File: config.mk
export PLATFORM = sky130hd
export DESIGN_NAME = circ_motion_ctrl
export DESIGN_NICKNAME = d
export VERILOG_FILES = /design/src/rtl/vga_game_pkg.sv /design/src/rtl/circ_axis_step.sv /design/src/rtl/circ_motion_ctrl.sv
export SDC_FILE = /design/constraint.sdc
export NUM_CORES = 1
export LEC_CHECK = 0
export ABC_AREA = 1
export CORE_ASPECT_RATIO = 0.5
export CORE_MARGIN = 2
export CORE_UTILIZATION = 40
export CTS_CLUSTER_SIZE = 16
export DETAILED_ROUTE_END_ITERATION = 10
export GPL_TIMING_DRIVEN = 1
export SKIP_LAST_GASP = 1
export SLEW_MARGIN = 20
export SYNTH_ARGS = -nofsm -noshare
export SYNTH_HDL_FRONTEND = slang
export SYNTH_HIERARCHICAL = 1
export SYNTH_SLANG_ARGS = --single-unit
File: constraint.sdc
create_clock -name clk -period 3.47 [get_ports clk]
set_input_delay 0.5205 -clock clk [delete_from_list [all_inputs] [get_ports clk]]
set_output_delay 0.5205 -clock clk [all_outputs]
set_load 0.02 [all_outputs]
File: src/rtl/vga_game_pkg.sv
// -----------------------------------------------------------------------------
// vga_game_pkg
// Shared definitions for the circle sprite motion controller:
//   - state_t      : motion FSM states (IDLE, WAIT, STEP_X, STEP_Y, COMMIT)
//   - DEF_*        : default screen geometry and sprite size
//   - vel_mag()    : magnitude of an 8-bit two's-complement velocity
// No ports (package).
// -----------------------------------------------------------------------------
package vga_game_pkg;

  typedef enum logic [2:0] {
    IDLE   = 3'd0,
    WAIT   = 3'd1,
    STEP_X = 3'd2,
    STEP_Y = 3'd3,
    COMMIT = 3'd4
  } state_t;

  localparam int DEF_SCREEN_WIDTH  = 800;
  localparam int DEF_SCREEN_HEIGHT = 600;
  localparam int DEF_OBJ_SIZE      = 32;

  // |v| for an 8-bit signed velocity; -128 never occurs because |v| < OBJ_SIZE.
  function automatic logic [7:0] vel_mag(input logic [7:0] v);
    logic [7:0] m;
    if (v[7]) begin
      m = 8'd0 - v;
    end else begin
      m = v;
    end
    return m;
  endfunction

endpackage

File: src/rtl/circ_axis_step.sv
// -----------------------------------------------------------------------------
// circ_axis_step
// One-axis position update for the sprite: adds the signed velocity to the
// position, clamps against [0, LIMIT] and reflects the velocity on a hit.
// Purely combinational; the caller registers the results.
//
// Optional feature macro: CIRC_SPEEDUP_EN
//   defined     : a reflection also grows |v| by 1, saturating at MAX_SPEED
//   not defined : a reflection only negates v
//
// Parameters
//   LIMIT      largest legal top-left coordinate (screen extent - sprite size)
//   MAX_SPEED  |v| ceiling for the speed-up feature
// Ports
//   pos       in   16  current working coordinate
//   vel       in    8  current signed velocity
//   next_pos  out  16  coordinate after this step
//   next_vel  out   8  velocity after this step
//   hit       out   1  a reflection happened on this step
// -----------------------------------------------------------------------------
module circ_axis_step
  import vga_game_pkg::*;
#(
  parameter int LIMIT     = 768,
  parameter int MAX_SPEED = 8
) (
  input  logic [15:0] pos,
  input  logic [7:0]  vel,
  output logic [15:0] next_pos,
  output logic [7:0]  next_vel,
  output logic        hit
);

  localparam logic signed [16:0] LIMIT_S = 17'(LIMIT);
  localparam logic [15:0]        LIMIT_P = 16'(LIMIT);
  localparam logic [7:0]         MAX_MAG = 8'(MAX_SPEED);

`ifdef CIRC_SPEEDUP_EN
  localparam logic SPEEDUP = 1'b1;
`else
  localparam logic SPEEDUP = 1'b0;
`endif

  logic signed [16:0] sum;
  logic [7:0]         mag;
  logic [7:0]         mag_up;
  logic [7:0]         plain_vel;
  logic [7:0]         fast_vel;

  // 17-bit signed candidate position: zero-extended pos plus sign-extended vel.
  always_comb begin
    sum = $signed({1'b0, pos}) + $signed({{9{vel[7]}}, vel});
  end

  // Both reflection flavours; the opposite sign of the incoming velocity is
  // always the outgoing direction, whichever wall was hit.
  always_comb begin
    mag = vel_mag(vel);
    if (mag >= MAX_MAG) begin
      mag_up = MAX_MAG;
    end else begin
      mag_up = mag + 8'd1;
    end
    plain_vel = 8'd0 - vel;
    if (vel[7]) begin
      fast_vel = mag_up;
    end else begin
      fast_vel = 8'd0 - mag_up;
    end
  end

  // Clamp against the two walls; landing exactly on a wall is not a hit.
  always_comb begin
    hit      = 1'b0;
    next_pos = pos;
    if (sum < 17'sd0) begin
      next_pos = 16'd0;
      hit      = 1'b1;
    end else if (sum > LIMIT_S) begin
      next_pos = LIMIT_P;
      hit      = 1'b1;
    end else begin
      next_pos = sum[15:0];
    end
  end

  // Velocity out: unchanged unless reflected.
  always_comb begin
    next_vel = vel;
    if (hit) begin
      next_vel = SPEEDUP ? fast_vel : plain_vel;
    end else begin
      next_vel = vel;
    end
  end

endmodule

File: src/rtl/circ_motion_ctrl.sv
// -----------------------------------------------------------------------------
// circ_motion_ctrl
// Owns the bouncing ball position for the circle sprite overlay. Once per
// video frame (at the start of vertical blank) it steps x then y by a signed
// velocity, reflecting off the screen edges, and publishes the new
// coordinates in a single COMMIT cycle so the overlay never tears.
//
// Optional feature macro: CIRC_SPEEDUP_EN (handled in circ_axis_step)
//   each reflection also grows |v| on that axis by 1, up to MAX_SPEED.
//
// Ports
//   clk         in   1   pixel clock
//   rstn        in   1   asynchronous active-low reset
//   hst         in  11   horizontal counter from VGA timing
//   vst         in  10   vertical counter from VGA timing
//   run         in   1   1 = motion enabled, 0 = freeze position
//   restart     in   1   synchronous reload of the INIT_* values (top priority)
//   block_posx  out 16   published sprite x (top-left)
//   block_posy  out 16   published sprite y (top-left)
//   bounce_x    out  1   pulse in the COMMIT result cycle on an x reflection
//   bounce_y    out  1   pulse in the COMMIT result cycle on a y reflection
//   frame_tick  out  1   pulse at the start of each vertical blank
// -----------------------------------------------------------------------------
module circ_motion_ctrl
  import vga_game_pkg::*;
#(
  parameter int SCREEN_WIDTH  = DEF_SCREEN_WIDTH,
  parameter int SCREEN_HEIGHT = DEF_SCREEN_HEIGHT,
  parameter int OBJ_SIZE      = DEF_OBJ_SIZE,
  parameter int INIT_X        = 384,
  parameter int INIT_Y        = 284,
  parameter int INIT_VX       = 2,
  parameter int INIT_VY       = 1,
  parameter int MAX_SPEED     = 8
) (
  input  logic        clk,
  input  logic        rstn,
  input  logic [10:0] hst,
  input  logic [9:0]  vst,
  input  logic        run,
  input  logic        restart,
  output logic [15:0] block_posx,
  output logic [15:0] block_posy,
  output logic        bounce_x,
  output logic        bounce_y,
  output logic        frame_tick
);

  localparam logic [15:0] INIT_X_V  = 16'(INIT_X);
  localparam logic [15:0] INIT_Y_V  = 16'(INIT_Y);
  localparam logic [7:0]  INIT_VX_V = 8'(INIT_VX);
  localparam logic [7:0]  INIT_VY_V = 8'(INIT_VY);
  localparam logic [9:0]  BLANK_LINE = 10'(SCREEN_HEIGHT);

  state_t      state;
  state_t      next_state;

  logic [15:0] pos_x;
  logic [15:0] pos_y;
  logic [7:0]  vel_x;
  logic [7:0]  vel_y;
  logic        flag_x;
  logic        flag_y;

  logic [15:0] step_pos_x;
  logic [15:0] step_pos_y;
  logic [7:0]  step_vel_x;
  logic [7:0]  step_vel_y;
  logic        hit_x;
  logic        hit_y;

  logic        blank_start;

  // First pixel of the first blanking line marks the frame boundary.
  always_comb begin
    blank_start = (hst == 11'd0) && (vst == BLANK_LINE);
  end

  // Registered frame boundary pulse; follows the video timing only.
  always_ff @(posedge clk or negedge rstn) begin
    if (!rstn) begin
      frame_tick <= 1'b0;
    end else begin
      frame_tick <= blank_start;
    end
  end

  // FSM state register.
  always_ff @(posedge clk or negedge rstn) begin
    if (!rstn) begin
      state <= IDLE;
    end else begin
      state <= next_state;
    end
  end

  // FSM next-state logic; once STEP_X is entered the step runs to COMMIT
  // regardless of run, so only restart can abandon it.
  always_comb begin
    next_state = state;
    if (restart) begin
      next_state = IDLE;
    end else begin
      case (state)
        IDLE: begin
          if (run) begin
            next_state = WAIT;
          end else begin
            next_state = IDLE;
          end
        end
        WAIT: begin
          if (frame_tick && run) begin
            next_state = STEP_X;
          end else begin
            next_state = WAIT;
          end
        end
        STEP_X:  next_state = STEP_Y;
        STEP_Y:  next_state = COMMIT;
        COMMIT:  next_state = WAIT;
        default: next_state = IDLE;
      endcase
    end
  end

  circ_axis_step #(
    .LIMIT     (SCREEN_WIDTH - OBJ_SIZE),
    .MAX_SPEED (MAX_SPEED)
  ) u_step_x (
    .pos      (pos_x),
    .vel      (vel_x),
    .next_pos (step_pos_x),
    .next_vel (step_vel_x),
    .hit      (hit_x)
  );

  circ_axis_step #(
    .LIMIT     (SCREEN_HEIGHT - OBJ_SIZE),
    .MAX_SPEED (MAX_SPEED)
  ) u_step_y (
    .pos      (pos_y),
    .vel      (vel_y),
    .next_pos (step_pos_y),
    .next_vel (step_vel_y),
    .hit      (hit_y)
  );

  // Working position/velocity and per-axis hit flags, one axis per step state.
  always_ff @(posedge clk or negedge rstn) begin
    if (!rstn) begin
      pos_x  <= INIT_X_V;
      pos_y  <= INIT_Y_V;
      vel_x  <= INIT_VX_V;
      vel_y  <= INIT_VY_V;
      flag_x <= 1'b0;
      flag_y <= 1'b0;
    end else if (restart) begin
      pos_x  <= INIT_X_V;
      pos_y  <= INIT_Y_V;
      vel_x  <= INIT_VX_V;
      vel_y  <= INIT_VY_V;
      flag_x <= 1'b0;
      flag_y <= 1'b0;
    end else begin
      case (state)
        STEP_X: begin
          pos_x  <= step_pos_x;
          vel_x  <= step_vel_x;
          flag_x <= hit_x;
        end
        STEP_Y: begin
          pos_y  <= step_pos_y;
          vel_y  <= step_vel_y;
          flag_y <= hit_y;
        end
        default: begin
          pos_x  <= pos_x;
          pos_y  <= pos_y;
          vel_x  <= vel_x;
          vel_y  <= vel_y;
          flag_x <= flag_x;
          flag_y <= flag_y;
        end
      endcase
    end
  end

  // Published outputs: coordinates move and bounce pulses fire only in COMMIT.
  always_ff @(posedge clk or negedge rstn) begin
    if (!rstn) begin
      block_posx <= INIT_X_V;
      block_posy <= INIT_Y_V;
      bounce_x   <= 1'b0;
      bounce_y   <= 1'b0;
    end else if (restart) begin
      block_posx <= INIT_X_V;
      block_posy <= INIT_Y_V;
      bounce_x   <= 1'b0;
      bounce_y   <= 1'b0;
    end else begin
      case (state)
        COMMIT: begin
          block_posx <= pos_x;
          block_posy <= pos_y;
          bounce_x   <= flag_x;
          bounce_y   <= flag_y;
        end
        default: begin
          block_posx <= block_posx;
          block_posy <= block_posy;
          bounce_x   <= 1'b0;
          bounce_y   <= 1'b0;
        end
      endcase
    end
  end

endmodule

==> report_table.html, run 1 <==
<table>
<tr><th>Metric</th><th>Value</th></tr>
<tr><th colspan="2">Setup path</th></tr>
<tr><td>Worst-path cell with the longest stage delay</td><td>sky130_fd_sc_hd__dfstp_2</td></tr>
<tr><td>Startpoint type of the worst setup path</td><td>flip-flop</td></tr>
<tr><td>Highest cell delay on the worst timing path</td><td>0.57 ns</td></tr>
<tr><td>Critical path endpoint category</td><td>flip-flop</td></tr>
<tr><td>Most frequent cell on the critical path</td><td>sky130_fd_sc_hd__nand2_1</td></tr>
<tr><td>Cell family with the largest share of critical-path delay</td><td>simple AND/OR/NAND/NOR gates</td></tr>
<tr><td>Cells traversed along the worst timing path</td><td>ha_1 &gt; inv_1 &gt; fa_1 &gt; inv_1 &gt; nand3_1 &gt; nand2_1 &gt; nand2_1 &gt; nand2_1 &gt; nand2_1 &gt; nand2_1 &gt; nand3_1 &gt; nand2_1 &gt; nand4_4 &gt; nor2_2 &gt; nor3_1 &gt; nor2_1</td></tr>
<tr><td>Maximum fanout count along the critical path</td><td>14</td></tr>
<tr><td>Cells on worst reg2reg path</td><td>16</td></tr>
<tr><td>Critical path type</td><td>flip-flop to flip-flop</td></tr>
<tr><td>Critical Path RT</td><td>around 3.8 ns</td></tr>
<tr><td>Crit path buffers/inverters</td><td>2</td></tr>
<tr><td>Critical Path Stages</td><td>16</td></tr>
<tr><td>Worst endpoint data arrival time</td><td>roughly 3.2 ns</td></tr>
<tr><th colspan="2">GRT</th></tr>
<tr><td>Global routing usage summed across all routing layers</td><td>0.193</td></tr>
<tr><td>Pin count of the biggest net entering global routing</td><td>between 50 and 60</td></tr>
<tr><td>Number of antenna violations at the first check in global routing</td><td>0</td></tr>
<tr><td>Via count of the first global-routing pass</td><td>5684</td></tr>
<tr><td>First-pass GRT wire length</td><td>27.3 mm</td></tr>
<tr><td>Total congestion overflow after global routing</td><td>0</td></tr>
<tr><th colspan="2">Logic synthesis</th></tr>
<tr><td>Most used DFF post-synth</td><td>sky130_fd_sc_hd__dfrtp_1</td></tr>
<tr><td>Top post-synthesis cells by area</td><td>sky130_fd_sc_hd__dfrtp_1 28%, sky130_fd_sc_hd__nand2_1 25%, sky130_fd_sc_hd__inv_1 6.9%</td></tr>
<tr><td>Top-count cell post-synth</td><td>sky130_fd_sc_hd__nand2_1</td></tr>
<tr><td>Yosys top cell area share</td><td>0.280</td></tr>
<tr><td>Netlist Area Pre-Place</td><td>6620 µm²</td></tr>
<tr><td>Library cell occupying the most area in the post-synthesis netlist</td><td>sky130_fd_sc_hd__dfrtp_1</td></tr>
<tr><td>EDFF count, synth</td><td>0</td></tr>
<tr><td>Syn Area/Cell</td><td>6.67 µm²</td></tr>
<tr><td>Warnings, synthesis</td><td>6</td></tr>
<tr><td>Sequential area share after synthesis</td><td>0.336</td></tr>
<tr><td>Commonest cells in the synthesized netlist</td><td>439 x sky130_fd_sc_hd__nand2_1, 122 x sky130_fd_sc_hd__inv_1, 74 x sky130_fd_sc_hd__dfrtp_1</td></tr>
<tr><td>Syn Inst Count</td><td>992</td></tr>
<tr><td>Post-synthesis async set-or-reset flop share</td><td>1.00</td></tr>
<tr><td>Post-synthesis sequential element count</td><td>88</td></tr>
<tr><td>Distinct cell type count after synthesis</td><td>34</td></tr>
<tr><th colspan="2">Run status</th></tr>
<tr><td>Status</td><td>finished clean</td></tr>
<tr><th colspan="2">Clocking</th></tr>
<tr><td>CTS sink cnt</td><td>88</td></tr>
<tr><td>Max clock buf depth</td><td>2</td></tr>
<tr><td>Clock input transition at the sequential cells of the worst setup and hold paths</td><td>~0.070 ns</td></tr>
<tr><td>CTS tree</td><td>built</td></tr>
<tr><td>Root Buffer</td><td>sky130_fd_sc_hd__clkbuf_16</td></tr>
<tr><td>Number of hold-repair buffers added at the cts stage</td><td>0</td></tr>
<tr><td>Number of instances resized during post-cts repair</td><td>0</td></tr>
<tr><td>Number of levels the H-tree was split into</td><td>3</td></tr>
<tr><td>Number of buffers inserted during clock tree synthesis</td><td>9</td></tr>
<tr><td>Clock latency on the worst-skew pair</td><td>0.34 ns</td></tr>
<tr><td># Post-CTS Setup Buffers</td><td>0</td></tr>
<tr><th colspan="2">Pwr</th></tr>
<tr><td>Leakage component of the power</td><td>4.23 nW</td></tr>
<tr><td>Portion of total power attributed to sequential cells</td><td>0.481</td></tr>
<tr><td>Combinational Power Share</td><td>0.071</td></tr>
<tr><td>Proportion of total power due to net switching</td><td>0.261</td></tr>
<tr><td>Switching power</td><td>0.000570 W</td></tr>
<tr><td>Clock network power share</td><td>0.447</td></tr>
<tr><td>Worst supply voltage drop on vdd</td><td>0.000175 V</td></tr>
<tr><td>Total internal power</td><td>between 0.0015 and 0.002 W</td></tr>
<tr><td>Power per cell area</td><td>288 nW/µm²</td></tr>
<tr><th colspan="2">STA</th></tr>
<tr><td>Fmax</td><td>between 300 and 400 MHz</td></tr>
<tr><td>Final worst slack</td><td>about 0.56 ns</td></tr>
<tr><td>Final Max Tran Viols</td><td>0</td></tr>
<tr><td>Accumulated negative setup slack</td><td>0 ns</td></tr>
<tr><td>Max Clock Skew</td><td>0.0109 ns</td></tr>
<tr><td>Max-Slew Margin vs Limit</td><td>0.428</td></tr>
<tr><td>Final number of hold-violating endpoints</td><td>0</td></tr>
<tr><td>Setup repair after global routing missed its margin</td><td>no</td></tr>
<tr><td># setup viols final</td><td>0</td></tr>
<tr><td>Share of the cycle needed by the critical path after routing</td><td>0.839</td></tr>
<tr><td>WHS</td><td>0.197 ns</td></tr>
<tr><td>Post-layout minimum cycle time</td><td>between 2 and 3 ns</td></tr>
<tr><td>Slew of the pin with the lowest slew margin</td><td>0.858 ns</td></tr>
<tr><th colspan="2">Routing</th></tr>
<tr><td># DRC</td><td>0</td></tr>
<tr><td>Post-detailed-route via-to-cell ratio</td><td>4.74</td></tr>
<tr><td>Drt total wl</td><td>15.8 mm</td></tr>
<tr><td>Number of antenna-violating nets in the routed design</td><td>0</td></tr>
<tr><td>Via count</td><td>6035</td></tr>
<tr><td>Wire length per cell</td><td>12.4 µm</td></tr>
<tr><td>Detailed-routing iteration count for the pre-antenna-repair pass</td><td>5</td></tr>
<tr><td>Iter 0 DRT Violations</td><td>316</td></tr>
<tr><th colspan="2">Cells and area</th></tr>
<tr><td>Fraction of final layout cells sized beyond drive strength 1</td><td>0.0869</td></tr>
<tr><td>Diodes inserted</td><td>0</td></tr>
<tr><td>Area grow syn2layout</td><td>14.8%</td></tr>
<tr><td>Post-route design area</td><td>7590 µm²</td></tr>
<tr><td>Total number of nets in the final design</td><td>1103</td></tr>
<tr><th colspan="2">Die</th></tr>
<tr><td>Initial core utilization</td><td>0.407</td></tr>
<tr><td>Top-level port count</td><td>60</td></tr>
<tr><td>Site row count</td><td>33</td></tr>
<tr><td>Vertical extent of the die</td><td>94.9 µm</td></tr>
<tr><td>Area of the placeable core</td><td>around 16000 µm²</td></tr>
<tr><td>Horiz. Die Dim</td><td>between 150 and 200 µm</td></tr>
<tr><td>Floorplan die area</td><td>approximately 18000 µm²</td></tr>
<tr><th colspan="2">Placement</th></tr>
<tr><td>Pre-CTS setup slack</td><td>~0.56 ns</td></tr>
<tr><td>Cell area after placement</td><td>7300 µm²</td></tr>
<tr><td>DP HPWL</td><td>12.0 mm</td></tr>
<tr><td>Port Buffers</td><td>59</td></tr>
<tr><td>Global placement routability congestion</td><td>0.885</td></tr>
<tr><th colspan="2">Job</th></tr>
<tr><td>Max_cap viols</td><td>0</td></tr>
<tr><th colspan="2">Hold path</th></tr>
<tr><td>Path class of the lowest-slack min-delay path</td><td>input port to async pin</td></tr>
</table>
## placed cells by master (no fill, tap or decap), drive strengths merged, types with 12 or more instances in the layout
cell	count
conb	12
nand3	70
o21ai	13
ha	34
nor3	17
clkdlybuf4s50	58
a21oi	24
dfrtp	74
inv	132
dfstp	14
nand2	449
nand4	21
nor2	80
## per-stage QoR
| stage | utilization | instances | power [W] |
|---|---|---|---|
| 6_report | 0.467 | 1274 | 0.00219 |
| 4_1_cts | 0.467 | 1274 | 0.00221 |
| 5_1_grt | 0.467 | 1274 | 0.00227 |
| 3_3_place_gp | 0.449 | 1258 | 0.00123 |
| 2_1_floorplan | - | 1002 | 0.00116 |
| 3_5_place_dp | 0.449 | 1258 | 0.00123 |
## cells by family (layout without fill, tap and decap cells)
kind of cell / count (synthesis) / after routing / synth area share
adder cells (fa/ha/maj): 36 / 36 / 0.0704
flip-flops: 88 / 88 / 0.336
XOR/XNOR: 14 / 14 / 0.0185
AND/OR/NAND/NOR: 652 / 652 / 0.432
other: 2 / 12 / 0.00114
AO/OA/AOI/OAI: 38 / 38 / 0.0308
buffers and inverters: 162 / 207 / 0.112
## flip-flops by register name, indices dropped and copies added (netlist names)
name,flops
pos_x,16
vel_x,8
frame_tick,1
flag_y,1
bounce_x,1
vel_y,8
bounce_y,1
flag_x,1
block_posx,16
state,3
pos_y,16
block_posy,16
## area by class of cell
cell class / count / area, µm²
multi-input cells: 752 / 3690
fillers: 1714 / 8670
well taps: 227 / 284
flip-flops and latches: 88 / 2220
clock buffers: 9 / 225
inverters: 127 / 477
clock inverters: 7 / 70.1
repair buffers: 64 / 626
## worst reg2reg max path, stage by stage, from the launching register on
cell	delay [ns]
sky130_fd_sc_hd__dfstp_2	0.57
sky130_fd_sc_hd__ha_1	0.19
sky130_fd_sc_hd__inv_1	0.06
sky130_fd_sc_hd__fa_1	0.38
sky130_fd_sc_hd__inv_1	0.08
sky130_fd_sc_hd__nand3_1	0.09
sky130_fd_sc_hd__nand2_1	0.10
sky130_fd_sc_hd__nand2_1	0.07
sky130_fd_sc_hd__nand2_1	0.09
sky130_fd_sc_hd__nand2_1	0.05
sky130_fd_sc_hd__nand2_1	0.09
sky130_fd_sc_hd__nand3_1	0.08
sky130_fd_sc_hd__nand2_1	0.31
sky130_fd_sc_hd__nand4_4	0.33
sky130_fd_sc_hd__nor2_2	0.17
sky130_fd_sc_hd__nor3_1	0.07
sky130_fd_sc_hd__nor2_1	0.12
## metal layers
layer / wire length [µm] / part of all wire / track usage / vias up
li1: - / - / - / 3148
met1: 8130 / 0.51 / 0.274 / 2806
met2: 7210 / 0.46 / 0.313 / 64
met3: 289 / 0.018 / 0.0258 / 17
met4: 201 / 0.013 / 0.0420 / 0
met5: 0 / 0 / 0 / -
## power groups by stage
| stage | Combinational, W | Clock, W | Sequential [W] |
|---|---|---|---|
| finish | 0.000156 | 0.000978 | 0.00105 |
| CTS | 0.000160 | 0.000999 | 0.00105 |
| floorplan | 0.0000841 | 0 | 0.00108 |
| global route | 0.000176 | 0.00104 | 0.00105 |
| global placement | 0.000158 | 0 | 0.00107 |
| detailed placement | 0.000159 | 0 | 0.00107 |
## path summary, 6_finish.rpt
check	start	end	slack, ns
worst max-delay path	vel_y[0]$_DFFE_PN1P_	pos_y[2]$_DFFE_PN1P_	0.56
worst min-delay path	rstn	pos_y[1]$_DFFE_PN0P_	0.20
worst max register to register	vel_y[0]$_DFFE_PN1P_	pos_y[2]$_DFFE_PN1P_	0.56
worst min register to register	block_posx[8]$_DFFE_PN1P_	block_posx[8]$_DFFE_PN1P_	0.46
max in group asynchronous	rstn	pos_y[2]$_DFFE_PN1P_	2.46
min in group clk	block_posx[8]$_DFFE_PN1P_	block_posx[8]$_DFFE_PN1P_	0.46
(Power assumes the default switching activity.)
==> run 2: changes to the inputs <==
==> constraint.sdc (replaced) <==
create_clock -name clk -period 2.8 [get_ports clk]
set_input_delay 0.42 -clock clk [delete_from_list [all_inputs] [get_ports clk]]
set_output_delay 0.42 -clock clk [all_outputs]
set_load 0.02 [all_outputs]
==> report_table.html, run 2 (synthesis results as in run 1) <==
<table>
<tr><th>Metric</th><th>Value</th></tr>
<tr><th colspan="2">Setup path</th></tr>
<tr><td>Worst endpoint data arrival time</td><td>slightly below 3 ns</td></tr>
<tr><td>Maximum fanout count along the critical path</td><td>5</td></tr>
<tr><td>Reg2Reg Launch Point</td><td>vel_y[0]$_DFFE_PN1P_</td></tr>
<tr><td>Critical path endpoint category</td><td>flip-flop</td></tr>
<tr><td>Cells on worst reg2reg path</td><td>19</td></tr>
<tr><td>Critical Path RT</td><td>3.08 ns</td></tr>
<tr><td>Reg2reg end</td><td>pos_y[3]$_DFFE_PN1P_</td></tr>
<tr><td>Critical path type</td><td>flip-flop to flip-flop</td></tr>
<tr><td>Setup slack of the most critical reg-to-reg path</td><td>around 0.16 ns</td></tr>
<tr><td>Startpoint type of the worst setup path</td><td>flip-flop</td></tr>
<tr><th colspan="2">STA</th></tr>
<tr><td>WHS</td><td>about 0.057 ns</td></tr>
<tr><td>Max-Slew Margin vs Limit</td><td>0.494</td></tr>
<tr><td>Share of the cycle needed by the critical path after routing</td><td>0.944</td></tr>
<tr><td>Slew of the pin with the lowest slew margin</td><td>0.757 ns</td></tr>
<tr><td>Max Clock Skew</td><td>around 0.0057 ns</td></tr>
<tr><td>Fmax</td><td>378 MHz</td></tr>
<tr><td>Final number of hold-violating endpoints</td><td>0</td></tr>
<tr><td># setup viols final</td><td>0</td></tr>
<tr><td>Post-layout minimum cycle time</td><td>2.64 ns</td></tr>
<tr><td>Setup repair after global routing missed its margin</td><td>yes</td></tr>
<tr><td>Final Max Tran Viols</td><td>0</td></tr>
<tr><th colspan="2">Die</th></tr>
<tr><td>Floorplan die area</td><td>17600 µm²</td></tr>
<tr><td>Horiz. Die Dim</td><td>186 µm</td></tr>
<tr><td>Vertical extent of the die</td><td>94.9 µm</td></tr>
<tr><td>Top-level port count</td><td>60</td></tr>
<tr><td>Area of the placeable core</td><td>16300 µm²</td></tr>
<tr><td>Initial core utilization</td><td>0.407</td></tr>
<tr><td>Site row count</td><td>33</td></tr>
<tr><th colspan="2">Clocking</th></tr>
<tr><td>Clock input transition at the sequential cells of the worst setup and hold paths</td><td>roughly 0.070 ns</td></tr>
<tr><td>Root Buffer</td><td>sky130_fd_sc_hd__clkbuf_16</td></tr>
<tr><td>CTS tree</td><td>built</td></tr>
<tr><td>Number of hold-repair buffers added at the cts stage</td><td>0</td></tr>
<tr><td>Number of buffers inserted during clock tree synthesis</td><td>9</td></tr>
<tr><td>Max clock buf depth</td><td>2</td></tr>
<tr><td>Clock latency on the worst-skew pair</td><td>0.35 ns</td></tr>
<tr><td>CTS sink cnt</td><td>slightly below 90</td></tr>
<tr><td>Number of levels the H-tree was split into</td><td>3</td></tr>
<tr><th colspan="2">Cells and area</th></tr>
<tr><td>Area grow syn2layout</td><td>18.3%</td></tr>
<tr><td>Diodes inserted</td><td>0</td></tr>
<tr><td>Fraction of final layout cells sized beyond drive strength 1</td><td>0.114</td></tr>
<tr><td>Commonest cells after routing, fill and taps aside</td><td>435 x sky130_fd_sc_hd__nand2_1, 122 x sky130_fd_sc_hd__inv_1, 71 x sky130_fd_sc_hd__dfrtp_1</td></tr>
<tr><td>Commonest non-fill, non-tap cell in the layout</td><td>sky130_fd_sc_hd__nand2_1</td></tr>
<tr><td>Non-Filler Instances</td><td>about 1300</td></tr>
<tr><td>Total number of nets in the final design</td><td>around 1100</td></tr>
<tr><td>Fill cell instance count of the final layout</td><td>1663</td></tr>
<tr><td>Post-route design area</td><td>7830 µm²</td></tr>
<tr><th colspan="2">Placement</th></tr>
<tr><td>Number of cells after detailed placement</td><td>between 1000 and 1500</td></tr>
<tr><td>DP HPWL</td><td>12.0 mm</td></tr>
<tr><td>Port Buffers</td><td>59</td></tr>
<tr><td>Global placement routability congestion</td><td>0.850</td></tr>
<tr><td>Cell area after placement</td><td>~7400 µm²</td></tr>
<tr><th colspan="2">Pwr</th></tr>
<tr><td>Leakage component of the power</td><td>between 4 and 5 nW</td></tr>
<tr><td>Power per cell area</td><td>about 360 nW/µm²</td></tr>
<tr><td>Worst supply voltage drop on vdd</td><td>roughly 0.0003 V</td></tr>
<tr><th colspan="2">Routing</th></tr>
<tr><td>Drt total wl</td><td>about 16 mm</td></tr>
<tr><td>Post-detailed-route via-to-cell ratio</td><td>4.80</td></tr>
<tr><td>Via count</td><td>~6200</td></tr>
<tr><td>Detailed-routing iteration count for the pre-antenna-repair pass</td><td>5</td></tr>
<tr><td>Iter 0 DRT Violations</td><td>333</td></tr>
<tr><td>Number of antenna-violating nets in the routed design</td><td>0</td></tr>
<tr><td>Wire length per cell</td><td>12.7 µm</td></tr>
<tr><td># DRC</td><td>0</td></tr>
<tr><th colspan="2">GRT</th></tr>
<tr><td>Number of antenna violations at the first check in global routing</td><td>0</td></tr>
<tr><td>Total congestion overflow after global routing</td><td>0</td></tr>
<tr><td>Pin count of the biggest net entering global routing</td><td>47</td></tr>
<tr><td>First-pass GRT wire length</td><td>27.7 mm</td></tr>
<tr><td>Via count of the first global-routing pass</td><td>5795</td></tr>
<tr><td>Global routing usage summed across all routing layers</td><td>0.196</td></tr>
<tr><th colspan="2">Job</th></tr>
<tr><td>Max_cap viols</td><td>0</td></tr>
<tr><th colspan="2">Hold path</th></tr>
<tr><td>Path class of the lowest-slack min-delay path</td><td>input port to async pin</td></tr>
<tr><th colspan="2">Run status</th></tr>
<tr><td>Status</td><td>finished clean</td></tr>
</table>
## run 2: cell type report
cell class,count,area (µm²),share of cell area
Inverter,127,477,0.0609
Clock inverter,7,96.3,0.0123
Timing Repair Buffer,78,747,0.0954
Clock buffer,9,225,0.0288
Multi-Input combinational cell,755,3780,0.482
Tap cell,227,284,0.0363
Sequential cell,88,2220,0.284
## run 2: worst max-delay path by stage
stage	startpoint	endpoint	slack, ns	cells after the start
6_report	vel_y[0]$_DFFE_PN1P_	pos_y[3]$_DFFE_PN1P_	0.16	19
3_3_place_gp	vel_x[1]$_DFFE_PN1P_	vel_x[1]$_DFFE_PN1P_	0.11	16
3_5_place_dp	vel_y[0]$_DFFE_PN1P_	vel_y[2]$_DFFE_PN0P_	0.05	19
4_1_cts	vel_y[0]$_DFFE_PN1P_	vel_y[2]$_DFFE_PN0P_	0.04	19
5_1_grt	vel_y[0]$_DFFE_PN1P_	vel_y[4]$_DFFE_PN0P_	-0.04	19
2_1_floorplan	vel_y[0]$_DFFE_PN1P_	vel_y[5]$_DFFE_PN0P_	0.32	20
## run 2: report_power, final
part           switching [W]  internal (W)  total, W
registers          0.0000126       0.00129   0.00131
logic               0.000116     0.0000792  0.000195
clock network       0.000511      0.000783   0.00129
## run 2: critical path: stages, from the launching register on
cell and delay (ns):
sky130_fd_sc_hd__dfstp_2 0.58, sky130_fd_sc_hd__ha_4 0.16, sky130_fd_sc_hd__inv_1 0.05, sky130_fd_sc_hd__fa_2 0.33, sky130_fd_sc_hd__inv_1 0.08, sky130_fd_sc_hd__nand2_1 0.07
sky130_fd_sc_hd__nand2_1 0.10, sky130_fd_sc_hd__nand3_2 0.08, sky130_fd_sc_hd__nand2_2 0.09, sky130_fd_sc_hd__nand2_1 0.07, sky130_fd_sc_hd__nand2_1 0.06, sky130_fd_sc_hd__nand2_1 0.09
sky130_fd_sc_hd__nand2_1 0.09, sky130_fd_sc_hd__nand3_2 0.13, sky130_fd_sc_hd__nor2_4 0.17, sky130_fd_sc_hd__nand3_1 0.09, sky130_fd_sc_hd__nand2_1 0.07, sky130_fd_sc_hd__inv_1 0.04
sky130_fd_sc_hd__nor3_1 0.16, sky130_fd_sc_hd__nor2_1 0.06
## run 2: what timing repair did
item | 4_1_cts | 5_1_grt
setup endpoints to repair | 0 | 35
buffers inserted | 0 | 6
resized for setup | 0 | 17
## run 2: per-stage QoR
step	util	total power, W	TNS [ns]	setup WS (ns)
4_1_cts	0.473	0.00282	0	0.0425
6_report	0.481	0.00280	0	0.155
3_3_place_gp	0.453	0.00152	0	0.109
5_1_grt	0.481	0.00290	-0.126	-0.0395
2_1_floorplan	-	0.00144	0	0.324
3_5_place_dp	0.453	0.00153	0	0.0523
## run 2: metal layers
| metal | vias up | share of wire | GRT usage |
|---|---|---|---|
| li1 | 3179 | - | - |
| met1 | 2899 | 0.51 | 0.277 |
| met2 | 105 | 0.45 | 0.321 |
| met3 | 18 | 0.030 | 0.0251 |
| met4 | 0 | 0.012 | 0.0453 |
| met5 | - | 0 | 0 |
==> run 3: changes to the inputs <==
--- a/config.mk
+++ b/config.mk
@@ -7,7 +7,6 @@
 export LEC_CHECK = 0
 export ABC_AREA = 1
 export CORE_ASPECT_RATIO = 0.5
-export CORE_MARGIN = 2
 export CORE_UTILIZATION = 40
 export CTS_CLUSTER_SIZE = 16
 export DETAILED_ROUTE_END_ITERATION = 10
==> report_table.html, run 3 (synthesis results as in run 1) <==
<table>
<tr><th>Metric</th><th>Value</th></tr>
<tr><th colspan="2">Setup path</th></tr>
<tr><td>Cell family with the largest share of critical-path delay</td><td>simple AND/OR/NAND/NOR gates</td></tr>
<tr><td>Crit path buffers/inverters</td><td>4</td></tr>
<tr><td>Critical Path RT</td><td>3.07 ns</td></tr>
<tr><td>Worst endpoint data arrival time</td><td>roughly 2.9 ns</td></tr>
<tr><td>Highest cell delay on the worst timing path</td><td>roughly 0.57 ns</td></tr>
<tr><td>Maximum fanout count along the critical path</td><td>9</td></tr>
<tr><td>Startpoint type of the worst setup path</td><td>flip-flop</td></tr>
<tr><td>Cells on worst reg2reg path</td><td>17</td></tr>
<tr><td>Critical path type</td><td>flip-flop to flip-flop</td></tr>
<tr><td>Cells traversed along the worst timing path</td><td>inv_1 &gt; fa_2 &gt; inv_2 &gt; nand3_1 &gt; nand2_2 &gt; nand3_1 &gt; nand3_1 &gt; nand2_1 &gt; nand2_1 &gt; nand3_2 &gt; nor2_8 &gt; buf_6 &gt; nand3b_1 &gt; nand2_1 &gt; inv_1 &gt; o21ai_0 &gt; nand2_1</td></tr>
<tr><td>Worst-path cell with the longest stage delay</td><td>sky130_fd_sc_hd__dfstp_2</td></tr>
<tr><td>Critical path endpoint category</td><td>flip-flop</td></tr>
<tr><td>Critical Path Stages</td><td>17</td></tr>
<tr><td>Most frequent cell on the critical path</td><td>sky130_fd_sc_hd__nand2_1</td></tr>
<tr><th colspan="2">Job</th></tr>
<tr><td>Max_cap viols</td><td>0</td></tr>
<tr><th colspan="2">Cells and area</th></tr>
<tr><td>Area grow syn2layout</td><td>18.7%</td></tr>
<tr><td>Post-route design area</td><td>7850 µm²</td></tr>
<tr><td>Fill cell instance count of the final layout</td><td>between 1500 and 2000</td></tr>
<tr><td>Fraction of final layout cells sized beyond drive strength 1</td><td>0.117</td></tr>
<tr><td>Commonest cells after routing, fill and taps aside</td><td>431 x sky130_fd_sc_hd__nand2_1, 121 x sky130_fd_sc_hd__inv_1, 72 x sky130_fd_sc_hd__dfrtp_1</td></tr>
<tr><td>Commonest non-fill, non-tap cell in the layout</td><td>sky130_fd_sc_hd__nand2_1</td></tr>
<tr><td>Total number of nets in the final design</td><td>1122</td></tr>
<tr><td>Non-Filler Instances</td><td>around 1300</td></tr>
<tr><td>Diodes inserted</td><td>0</td></tr>
<tr><th colspan="2">GRT</th></tr>
<tr><td>First-pass GRT wire length</td><td>27.2 mm</td></tr>
<tr><td>Total congestion overflow after global routing</td><td>0</td></tr>
<tr><td>Number of antenna violations at the first check in global routing</td><td>0</td></tr>
<tr><td>Pin count of the biggest net entering global routing</td><td>48</td></tr>
<tr><td>Global routing usage summed across all routing layers</td><td>0.200</td></tr>
<tr><td>Via count of the first global-routing pass</td><td>around 5600</td></tr>
<tr><th colspan="2">STA</th></tr>
<tr><td>Slew of the pin with the lowest slew margin</td><td>0.712 ns</td></tr>
<tr><td>Accumulated negative setup slack</td><td>0 ns</td></tr>
<tr><td>Fmax</td><td>386 MHz</td></tr>
<tr><td>Share of the cycle needed by the critical path after routing</td><td>0.925</td></tr>
<tr><td>Max Clock Skew</td><td>approximately 0.0063 ns</td></tr>
<tr><td>Max-Slew Margin vs Limit</td><td>0.524</td></tr>
<tr><td>Setup repair after global routing missed its margin</td><td>no</td></tr>
<tr><td># setup viols final</td><td>0</td></tr>
<tr><td>Final Max Tran Viols</td><td>0</td></tr>
<tr><td>Final number of hold-violating endpoints</td><td>0</td></tr>
<tr><td>WHS</td><td>0.0735 ns</td></tr>
<tr><td>Final worst slack</td><td>0.209 ns</td></tr>
<tr><td>Post-layout minimum cycle time</td><td>2.59 ns</td></tr>
<tr><th colspan="2">Placement</th></tr>
<tr><td>Pre-CTS setup slack</td><td>just under 0.03 ns</td></tr>
<tr><td>Port Buffers</td><td>slightly below 60</td></tr>
<tr><td>Global placement routability congestion</td><td>0.902</td></tr>
<tr><td>DP HPWL</td><td>12.0 mm</td></tr>
<tr><td>Cell area after placement</td><td>7350 µm²</td></tr>
<tr><td>Number of cells after detailed placement</td><td>1258</td></tr>
<tr><th colspan="2">Clocking</th></tr>
<tr><td>Number of levels the H-tree was split into</td><td>3</td></tr>
<tr><td>Number of hold-repair buffers added at the cts stage</td><td>0</td></tr>
<tr><td>Max clock buf depth</td><td>2</td></tr>
<tr><td>Clock latency on the worst-skew pair</td><td>0.34 ns</td></tr>
<tr><td>CTS sink cnt</td><td>88</td></tr>
<tr><td>Number of buffers inserted during clock tree synthesis</td><td>9</td></tr>
<tr><td>Root Buffer</td><td>sky130_fd_sc_hd__clkbuf_16</td></tr>
<tr><td>Clock input transition at the sequential cells of the worst setup and hold paths</td><td>0.07 ns</td></tr>
<tr><td>CTS tree</td><td>built</td></tr>
<tr><th colspan="2">Routing</th></tr>
<tr><td>Post-detailed-route via-to-cell ratio</td><td>4.79</td></tr>
<tr><td>Number of antenna-violating nets in the routed design</td><td>0</td></tr>
<tr><td>Via count</td><td>6159</td></tr>
<tr><td>Drt total wl</td><td>approximately 16 mm</td></tr>
<tr><td>Wire length per cell</td><td>12.8 µm</td></tr>
<tr><td>Iter 0 DRT Violations</td><td>about 320</td></tr>
<tr><td># DRC</td><td>0</td></tr>
<tr><td>Detailed-routing iteration count for the pre-antenna-repair pass</td><td>5</td></tr>
<tr><th colspan="2">Die</th></tr>
<tr><td>Initial core utilization</td><td>0.419</td></tr>
<tr><td>Area of the placeable core</td><td>15800 µm²</td></tr>
<tr><td>Floorplan die area</td><td>17100 µm²</td></tr>
<tr><td>Vertical extent of the die</td><td>approximately 93 µm</td></tr>
<tr><td>Horiz. Die Dim</td><td>~180 µm</td></tr>
<tr><td>Top-level port count</td><td>60</td></tr>
<tr><td>Site row count</td><td>32</td></tr>
<tr><th colspan="2">Pwr</th></tr>
<tr><td>Leakage component of the power</td><td>roughly 4.4 nW</td></tr>
<tr><td>Worst supply voltage drop on vdd</td><td>between 0.0002 and 0.0003 V</td></tr>
<tr><td>Power per cell area</td><td>347 nW/µm²</td></tr>
<tr><th colspan="2">Hold path</th></tr>
<tr><td>Path class of the lowest-slack min-delay path</td><td>input port to async pin</td></tr>
<tr><th colspan="2">Run status</th></tr>
<tr><td>Status</td><td>finished clean</td></tr>
</table>
## run 3: worst register-to-register path: stages (launching register included)
cell	delay (ns)
sky130_fd_sc_hd__dfstp_2	0.57
sky130_fd_sc_hd__inv_1	0.09
sky130_fd_sc_hd__fa_2	0.40
sky130_fd_sc_hd__inv_2	0.09
sky130_fd_sc_hd__nand3_1	0.10
sky130_fd_sc_hd__nand2_2	0.12
sky130_fd_sc_hd__nand3_1	0.09
sky130_fd_sc_hd__nand3_1	0.10
sky130_fd_sc_hd__nand2_1	0.06
sky130_fd_sc_hd__nand2_1	0.07
sky130_fd_sc_hd__nand3_2	0.12
sky130_fd_sc_hd__nor2_8	0.17
sky130_fd_sc_hd__buf_6	0.15
sky130_fd_sc_hd__nand3b_1	0.09
sky130_fd_sc_hd__nand2_1	0.08
sky130_fd_sc_hd__inv_1	0.04
sky130_fd_sc_hd__o21ai_0	0.13
sky130_fd_sc_hd__nand2_1	0.07
## run 3: stage by stage
| step | power [W] | util |
|---|---|---|
| finish | 0.00273 | 0.498 |
| global route | 0.00283 | 0.498 |
| CTS | 0.00275 | 0.485 |
| detailed placement | 0.00153 | 0.466 |
| global placement | 0.00153 | 0.466 |
| floorplan | 0.00144 | - |
## run 3: cell type report
cell class / instances / area [µm²] / share of cell area
Clock inverter: 3 / 40.0 / 0.00510
Clock buffer: 13 / 260 / 0.0331
Timing Repair Buffer: 80 / 774 / 0.0986
Sequential cell: 88 / 2220 / 0.283
Tap cell: 221 / 277 / 0.0352
Multi-Input combinational cell: 755 / 3800 / 0.484
Inverter: 127 / 477 / 0.0607
## run 3: final timing paths
check / to / slack, ns / start
max in group asynchronous: pos_x[8]$_DFFE_PN1P_ / 2.00 / rstn
worst min register to register: block_posy[2]$_DFFE_PN1P_ / 0.46 / block_posy[2]$_DFFE_PN1P_
min in group clk: block_posy[2]$_DFFE_PN1P_ / 0.46 / block_posy[2]$_DFFE_PN1P_
worst min-delay path: block_posy[0]$_DFFE_PN0P_ / 0.07 / rstn
worst max register to register: pos_x[8]$_DFFE_PN1P_ / 0.21 / vel_x[1]$_DFFE_PN1P_
worst max-delay path: pos_x[8]$_DFFE_PN1P_ / 0.21 / vel_x[1]$_DFFE_PN1P_
## run 3: where the power goes
group	leakage (nW)	switching (W)	internal, W
sequential	1.18	0.0000136	0.00129
clock	0.150	0.000485	0.000738
combinational	3.03	0.000116	0.0000808
total	4.35	0.000615	0.00211
## run 3: what timing repair did
item | CTS | global route
endpoints found under the hold margin | 0 | 0
setup buffers | 0 | 10
gates resized for setup | 0 | 22
endpoints found under the setup margin | 0 | 35
## run 3: per-layer routing
metal  part of all wire  GRT usage  vias to the layer above
met1               0.51      0.285                     2841
met4              0.013     0.0514                        0
met3              0.033     0.0295                       19
li1                   -          -                     3196
met2               0.45      0.317                      103
met5                  0          0                        -
